$ cat src/rtl/bsg_link_sdr_tx_serializer_pkg.sv
// Shared types and helpers for the SDR link TX serializer.
package bsg_link_sdr_tx_serializer_pkg;

  typedef enum logic {e_idle, e_send} state_e;

  // Width of a flit counter that must hold 0..num_flits-1; never below one bit.
  function automatic int flit_cnt_width(input int num_flits);
    return (num_flits <= 2) ? 1 : $clog2(num_flits);
  endfunction

endpackage

$ cat src/rtl/bsg_link_sdr_tx_flit_ctr.sv
// Flit counter: synchronous clear, increment that saturates at a dynamic limit,
// terminal-count flag when the count equals the limit.
module bsg_link_sdr_tx_flit_ctr #(
  parameter int width_p = 2
) (
  input  logic               clk_i,
  input  logic               reset_n_i,
  input  logic               clr_i,
  input  logic               inc_i,
  input  logic [width_p-1:0] limit_i,
  output logic [width_p-1:0] cnt_o,
  output logic               tc_o
);

  logic [width_p-1:0] cnt_q, cnt_d;

  assign cnt_o = cnt_q;
  assign tc_o  = (cnt_q == limit_i);

  // Next count: clear wins; increment stops at the limit so the count stays in range.
  always_comb begin
    cnt_d = cnt_q;
    if (clr_i)              cnt_d = '0;
    else if (inc_i && !tc_o) cnt_d = cnt_q + width_p'(1);
  end

  // Count register.
  always_ff @(posedge clk_i or negedge reset_n_i) begin
    if (!reset_n_i) cnt_q <= '0;
    else            cnt_q <= cnt_d;
  end

endmodule

$ cat src/rtl/bsg_link_sdr_tx_serializer.sv
// Packet-to-flit serializer feeding the SDR link uplink. One-entry packet
// buffer, flits sent LSB-first, back-to-back packets without a bubble.
// Optional macro BSG_LINK_SDR_TX_SERIALIZER_VARLEN_EN: the low bits of flit 0
// carry a length field and each packet sends min(len, last)+1 flits.
module bsg_link_sdr_tx_serializer
  import bsg_link_sdr_tx_serializer_pkg::*;
#(
  parameter int link_width_p = 32,
  parameter int num_flits_p  = 4,
  localparam int pkt_width_lp    = link_width_p * num_flits_p,
  localparam int lg_num_flits_lp = flit_cnt_width(num_flits_p)
) (
  input  logic                    core_clk_i,
  input  logic                    core_reset_n_i,
  input  logic                    pkt_v_i,
  input  logic [pkt_width_lp-1:0] pkt_data_i,
  output logic                    pkt_ready_and_o,
  output logic                    link_v_o,
  output logic [link_width_p-1:0] link_data_o,
  input  logic                    link_ready_and_i,
  output logic                    busy_o
);

  localparam logic [lg_num_flits_lp-1:0] last_lp = lg_num_flits_lp'(num_flits_p - 1);

  state_e state_q, state_d;
  logic [num_flits_p-1:0][link_width_p-1:0] buf_q, buf_d;
  logic [lg_num_flits_lp-1:0] flit_cnt, limit;
  logic cnt_clr, cnt_inc, cnt_tc, latch;

`ifdef BSG_LINK_SDR_TX_SERIALIZER_VARLEN_EN
  logic [lg_num_flits_lp-1:0] last_q, last_d, len;

  // Per-packet last index, clamped to the buffer depth.
  always_comb begin
    len    = pkt_data_i[lg_num_flits_lp-1:0];
    last_d = last_q;
    if (latch) last_d = (len > last_lp) ? last_lp : len;
  end

  // Latched last index for the packet in flight.
  always_ff @(posedge core_clk_i or negedge core_reset_n_i) begin
    if (!core_reset_n_i) last_q <= '0;
    else                 last_q <= last_d;
  end

  assign limit = last_q;
`else
  assign limit = last_lp;
`endif

  // Next state, buffer load and counter control; ready depends combinationally
  // on link_ready_and_i so a new packet can land on the last flit's handshake.
  always_comb begin
    state_d         = state_q;
    buf_d           = buf_q;
    cnt_clr         = 1'b0;
    cnt_inc         = 1'b0;
    latch           = 1'b0;
    pkt_ready_and_o = 1'b0;
    case (state_q)
      e_idle: begin
        pkt_ready_and_o = 1'b1;
        if (pkt_v_i) begin
          latch   = 1'b1;
          state_d = e_send;
        end
      end
      e_send: begin
        if (link_ready_and_i) begin
          if (!cnt_tc) begin
            cnt_inc = 1'b1;
          end else begin
            pkt_ready_and_o = 1'b1;
            cnt_clr         = 1'b1;
            if (pkt_v_i) latch   = 1'b1;
            else         state_d = e_idle;
          end
        end
      end
      default: state_d = e_idle;
    endcase
    if (latch) begin
      buf_d   = pkt_data_i;
      cnt_clr = 1'b1;
    end
  end

  // State and packet buffer registers.
  always_ff @(posedge core_clk_i or negedge core_reset_n_i) begin
    if (!core_reset_n_i) begin
      state_q <= e_idle;
      buf_q   <= '0;
    end else begin
      state_q <= state_d;
      buf_q   <= buf_d;
    end
  end

  bsg_link_sdr_tx_flit_ctr #(.width_p(lg_num_flits_lp)) u_ctr (
    .clk_i     (core_clk_i),
    .reset_n_i (core_reset_n_i),
    .clr_i     (cnt_clr),
    .inc_i     (cnt_inc),
    .limit_i   (limit),
    .cnt_o     (flit_cnt),
    .tc_o      (cnt_tc)
  );

  assign link_v_o    = (state_q == e_send);
  assign busy_o      = link_v_o;
  assign link_data_o = buf_q[flit_cnt];

endmodule
$ cat config.mk
export PLATFORM = sky130hd
export DESIGN_NAME = bsg_link_sdr_tx_serializer
export DESIGN_NICKNAME = d
export VERILOG_FILES = /design/src/rtl/bsg_link_sdr_tx_serializer_pkg.sv /design/src/rtl/bsg_link_sdr_tx_flit_ctr.sv /design/src/rtl/bsg_link_sdr_tx_serializer.sv
export SDC_FILE = /design/constraint.sdc
export NUM_CORES = 1
export LEC_CHECK = 0
export BUFFER_PORTS_ARGS = -buffer_cell sky130_fd_sc_hd__buf_4
export CAP_MARGIN = 0
export CORE_UTILIZATION = 41
export DETAILED_ROUTE_END_ITERATION = 10
export PLACE_DENSITY = 0.73
export SLEW_MARGIN = 20
export SYNTH_ARGS = -nofsm -noshare
export SYNTH_HDL_FRONTEND = slang
export SYNTH_SLANG_ARGS = --single-unit
$ cat constraint.sdc
create_clock -name core_clk_i -period 3.1 [get_ports core_clk_i]
set_clock_uncertainty 0.15 [all_clocks]
set_input_delay 0.31 -clock core_clk_i [delete_from_list [all_inputs] [get_ports core_clk_i]]
set_output_delay 0.31 -clock core_clk_i [all_outputs]
set_load 0.005 [all_outputs]
==> summary.txt, run 1 <==
setup TNS -> 0 ns
H-tree Lvls -> 4
Clock power frac -> 20.3%
CTS tree -> built
fin crit period -> 2.759 ns
Final Non-Filler Cells -> 1010
max frequency -> 362.4 MHz
DIE HEIGHT -> 137.1 um
row cnt -> 49
Synth Cell Area -> 7478 um^2
Finished Cell Area -> 9410 um^2
Initial Util -> 41.77%
Placed Area -> 8815 um^2
initial antenna violation count -> 0
Die Area -> 18780 um^2
period utilization -> 89.00%
ant diodes -> 0
Net Switching -> 2.947 mW
number of global-route vias before repair -> 5571
Hold Violations, Final -> 0
synthesis-to-finish area growth -> 25.83%
status -> finished, final reports clean
postcts setup bufs -> 0
Worst IR Drop VDD -> 0.4640 mV
first-pass GRT wire length -> 29.84 mm
Synth Area per Inst -> 11.98 um^2
Max Cap Viol -> 0
Crit. End Element -> output pin
Slew Limit Headroom -> 41.37%
Final WS setup -> 0.3409 ns
drt pass-1 iters -> 4
clk sinks -> 131
total track usage -> 21.06%
internal power -> 6.176 mW
YS warnings -> 0
detailed placer's ending HPWL -> 12.25 mm
syn nets -> 757
1st-iter DRT viols -> 351
Clock Tree Buf Depth -> 2
sequential-to-total area share from yosys stat -> 43.83%
CTS buffer count -> 17
routed wire length per instance -> 18.30 um
CP Data Required Time -> 2.64 ns
Hold/Removal Path Class -> in -> reg
Setup CP Type -> reg -> out
Power Dens Cells -> 969.6 nW/um^2
GP Congestion -> 0.7685
Switching Share -> 32.30%
most frequent cells in the layout -> 175 x buf_4, 129 x nand2_1, 129 x dfrtp_1, 128 x inv_1, 110 x o32ai_2
antenna-violating nets left -> 0
FILL cells -> 1620
CTS resizes -> 0
RSZ-0062 raised after global routing -> false
grt ovf -> 0
worst skew pair latency -> 0.42 ns
final setup vio count -> 0
Root Buffer Master -> clkbuf_16
Post-Place Cells -> 973
max-slew violation count -> 0
worst-path maximum fanout -> 22
clock-pin slew on the worst setup and hold paths -> 0.07 ns
input/output buffers -> 166
part of the power in combinational logic -> 45.9%
DRC viols -> 0
die width -> 137.1 um
pin count of the biggest net entering global routing -> 83
core area -> 17900 um^2
Post-Synthesis Cells -> 624
Min Hold Slack -> 0.01430 ns
worst reg2reg path depth -> 4
layout cells sized above 1 -> 46.86%
vias per cell -> 5.268
commonest non-fill, non-tap cell in the layout -> buf_4
worst slew pin tran -> 0.8794 ns
nets -> 901
via count -> 5321
sequential share of power -> 33.8%
Cell variety after synth -> 20
startpoint class of the critical path -> register
hold_buf cts -> 5
WL final -> 18.48 mm
Setup WS pre-CTS -> 0.7123 ns
FF+latch count, synth -> 131
CP arrival -> 2.30 ns
boundary pin count -> 167
Lkg Pwr -> 4.369 nW
Hold Path Depth -> 3
[worst paths after layout]
| kind | slack [ns] | endpoint | startpoint |
|---|---|---|---|
| worst max-delay path | 0.34 | link_data_o[3] | u_ctr.cnt_o[0] |
| worst min-delay path | 0.01 | buf_q[109] | pkt_data_i[109] |
| worst max register to register | 0.82 | buf_q[126] | u_ctr.cnt_o[0] |
| worst min register to register | 0.39 | buf_q[68] | buf_q[68] |
| max in group asynchronous | 1.80 | buf_q[117] | core_reset_n_i |
| min in group asynchronous | 0.22 | buf_q[90] | core_reset_n_i |
[layout make-up]
class / count / area, um^2 / share of cell area (%)
clock buffer: 19 / 442.9 / 4.707
clock inverter: 13 / 102.6 / 1.090
inverter: 129 / 484.2 / 5.146
multi-input combinational: 299 / 3258 / 34.62
sequential: 131 / 3281 / 34.86
tap: 229 / 286.5 / 3.045
timing repair buffer: 190 / 1555 / 16.53
[stage by stage]
| step | utilization (%) | total power [mW] |
|---|---|---|
| global route | 52.57 | 9.679 |
| CTS | 52.57 | 9.221 |
| finish | 52.57 | 9.124 |
| global placement | 49.24 | 7.227 |
| floorplan | - | 6.024 |
| detailed placement | 49.24 | 7.336 |
[power groups by stage]
| stage | Sequential [mW] | Clock, mW | Combinational, mW |
|---|---|---|---|
| after floorplan | 2.87 | 0 | 3.16 |
| after global placement | 3.09 | 0 | 4.13 |
| final | 3.09 | 1.85 | 4.19 |
| after global routing | 3.20 | 1.95 | 4.53 |
| after detailed placement | 3.12 | 0 | 4.21 |
| after CTS | 3.09 | 1.89 | 4.24 |
[worst max-delay path, stage by stage (launching register included)]
cell and delay (ns):
dfrtp_2 0.64, buf_4 0.50, mux4_2 0.58, buf_4 0.15
[metal layers]
layer	vias to the layer above	track usage (%)	part of all wire [%]
met1	2674	28.94	46
met3	19	4.000	4.5
met2	141	33.45	48
met5	-	0	0
met4	0	6.777	1.3
li1	2487	-	-
[state kept, by name, indices dropped and copies added, names as in the netlist]
name,flops
buf_q,128
busy_o,1
u_ctr.cnt_o,2
[synthesized netlist by cell type (all sizes together)]
library cell / instances / share of area, %
ha: 1 / 0.17
o32ai: 128 / 26
nor2b: 1 / 0.084
inv: 129 / 6.5
a31o: 2 / 0.23
nor4bb: 1 / 0.13
nand2: 129 / 6.5
and3: 1 / 0.15
mux4: 32 / 9.6
nand2b: 1 / 0.084
or2: 1 / 0.084
and4b: 1 / 0.13
buf: 60 / 6.1
a21boi: 1 / 0.15
dfrtp: 131 / 44
clkbuf: 5 / 0.25
[cells by family after synthesis]
| kind of cell | share of synthesized area (%) |
|---|---|
| DFF | 43.83 |
| adders and majority gates | 0.1673 |
| and+or+nand+nor | 7.144 |
| buffers and inverters | 12.80 |
| AOI/OAI and AO/OA | 26.42 |
| muxes | 9.637 |
Power figures use the tool's default switching activity.
==> run 2: changes to the inputs <==
--- a/config.mk
+++ b/config.mk
@@ -7,9 +7,12 @@
 export LEC_CHECK = 0
 export BUFFER_PORTS_ARGS = -buffer_cell sky130_fd_sc_hd__buf_4
 export CAP_MARGIN = 0
+export CELL_PAD_IN_SITES_DETAIL_PLACEMENT = 1
+export CELL_PAD_IN_SITES_GLOBAL_PLACEMENT = 1
+export CORE_ASPECT_RATIO = 0.7
 export CORE_UTILIZATION = 41
 export DETAILED_ROUTE_END_ITERATION = 10
-export PLACE_DENSITY = 0.73
+export PLACE_DENSITY_LB_ADDON = 0.3
 export SLEW_MARGIN = 20
 export SYNTH_ARGS = -nofsm -noshare
 export SYNTH_HDL_FRONTEND = slang
==> run 2 against run 1 <==
Net effect:
- combinational power grew 2%
- sequential cell count is the same
- via count grew 0.24%
- power rose by 4.4%
- clock power up 15%
- non-clock buffer count shrank 11
- register-to-register slack worse by 0.11 ns
- critical path type unchanged
- highest routed layer unchanged
==> summary.txt, run 2 (synthesis gave the netlist of run 1 again) <==
Top reg by flops -> buf_q
number of global-route vias before repair -> 6024 (+8.1%)
layout cells sized above 1 -> 46.62% (-0.24 points)
CTS buffer count -> 17 (unchanged)
vias per cell -> 5.329 (+1.1%)
max FFs per register -> 128 (unchanged)
Die Area -> 18790 um^2 (about the same)
clock-pin slew on the worst setup and hold paths -> 0.06 ns (about the same)
die width -> 163.4 um (+19%)
fin crit period -> 2.601 ns (-0.1585 ns)
Max Cap Viol -> 0 (unchanged)
status -> finished, final reports clean
Lkg Pwr -> 4.343 nW (-0.59%)
CP Data Required Time -> 2.64 ns (about the same)
postcts setup bufs -> 0 (unchanged)
H-tree Lvls -> 4 (unchanged)
startpoint class of the critical path -> register
CP arrival -> 2.14 ns (-0.16 ns)
ant diodes -> 0 (unchanged)
grt ovf -> 0 (unchanged)
max frequency -> 384.5 MHz (+6.1%)
first-pass GRT wire length -> 33.44 mm (+12%)
worst-path maximum fanout -> 14 (-36%)
GP Congestion -> 0.8195 (+6.6%)
1st-iter DRT viols -> 276 (-21%)
commonest non-fill, non-tap cell in the layout -> buf_4
Power Dens Cells -> 1019 nW/um^2 (+5.1%)
CTS tree -> built
antenna-violating nets left -> 0 (unchanged)
Setup CP Type -> reg -> out
drt pass-1 iters -> 4 (unchanged)
clk sinks -> 131 (unchanged)
worst skew pair latency -> 0.41 ns (about the same)
DRC viols -> 0 (unchanged)
Crit. End Element -> output pin
Hold/Removal Path Class -> in -> reg
Worst IR Drop VDD -> 0.4122 mV (-11%)
final setup vio count -> 0 (unchanged)
CTS resizes -> 0 (unchanged)
worst slew pin tran -> 0.7666 ns (-0.1129 ns)
DIE HEIGHT -> 115.0 um (-16%)
RSZ-0062 raised after global routing -> false
detailed placer's ending HPWL -> 13.67 mm (+12%)
setup TNS -> 0 ns (unchanged)
nets -> 890 (-1.2%)
Root Buffer Master -> clkbuf_16
Slew Limit Headroom -> 48.90% (+7.5 points)
routed wire length per instance -> 20.82 um (+14%)
period utilization -> 83.89% (-5.1 points)
synthesis-to-finish area growth -> 25.05%
Hold Violations, Final -> 0 (unchanged)
pin count of the biggest net entering global routing -> 107 (+29%)
Post-Place Cells -> 968 (-0.51%)
Clock Tree Buf Depth -> 2 (unchanged)
max-slew violation count -> 0 (unchanged)
most frequent cells in the layout -> 172 x buf_4, 129 x nand2_1, 129 x dfrtp_1, 128 x inv_1, 110 x o32ai_2
boundary pin count -> 167 (unchanged)
via count -> 5334 (+0.24%)
input/output buffers -> 166 (unchanged)
Final Non-Filler Cells -> 1001 (-0.89%)
initial antenna violation count -> 0 (unchanged)
row cnt -> 40 (-18%)
WL final -> 20.84 mm (+13%)
core area -> 17520 um^2 (-2.2%)
total track usage -> 23.64% (+2.6 points)
Initial Util -> 42.69% (+0.92 points)
==> run 2: cell types whose count changed in the layout (fill, tap and decap cells not counted) <==
cell | before | now
bufinv_16 | 0 | 4
clkinv_2 | 2 | 3
buf_12 | 9 | 5
inv_6 | 4 | 0
buf_4 | 175 | 172
dlygate4sd3_1 | 5 | 1
clkinv_4 | 4 | 3
==> run 2: through the flow <==
step	hold slack, ns	power, mW	util [%]	instance area, um^2	setup slack, ns
global placement	0.2186	7.216	49.75	8715	0.8345
floorplan	-0.1356	6.024	-	7478	1.460
CTS	0.006770	9.654	53.39	9351	0.4158
finish	0.02177	9.526	53.39	9351	0.4994
global route	0.01547	10.10	53.39	9351	0.3552
detailed placement	0.2293	7.454	49.75	8715	0.7149
==> run 2: worst paths after layout <==
path                                      from        endpoint  slack (ns)  depth (start not counted)
max in group asynchronous       core_reset_n_i        buf_q[6]        1.64                          3
worst min register to register        buf_q[9]        buf_q[9]        0.40                          2
worst max register to register  u_ctr.cnt_o[0]       buf_q[57]        0.71                          4
min in group asynchronous       core_reset_n_i      buf_q[103]        0.33                          2
worst min-delay path            pkt_data_i[65]       buf_q[65]        0.02                          3
worst max-delay path            u_ctr.cnt_o[0]  link_data_o[6]        0.50                          3
==> run 2: worst max-delay path, cell delays in order, from the launching register on <==
cell	delay, ns
dfrtp_2	0.64
buf_4	0.36
mux4_2	0.57
buf_4	0.15
==> run 2: per-layer routing <==
layer  global-route usage (%)  vias to the layer above  wire length [um]
met4                    5.109                        0               116
met3                    5.123                        8               929
met5                        0                        -                 0
met2                    37.63                      130             10190
li1                         -                     2461                 -
met1                    33.19                     2735              9602
==> run 2: area by class of cell <==
cell class	count	area, um^2
repair buffers	179	1413
multi-input cells	299	3258
fillers	1853	8165
clock buffers	19	442.9
inverters	129	484.2
clock inverters	13	183.9
well taps	231	289.0
flip-flops and latches	131	3281
==> run 2: where the power goes <==
| part | internal (mW) | leakage [nW] | switching, mW |
|---|---|---|---|
| Sequential | 2.56 | 1.59 | 0.577 |
| Combinational | 2.53 | 2.45 | 1.73 |
| Clock | 1.37 | 0.299 | 0.757 |
==> run 2: what timing repair did <==
action,4_1_cts,5_1_grt
setup endpoints to repair,0,0
hold endpoints to repair,71,0
hold buffers,1,0
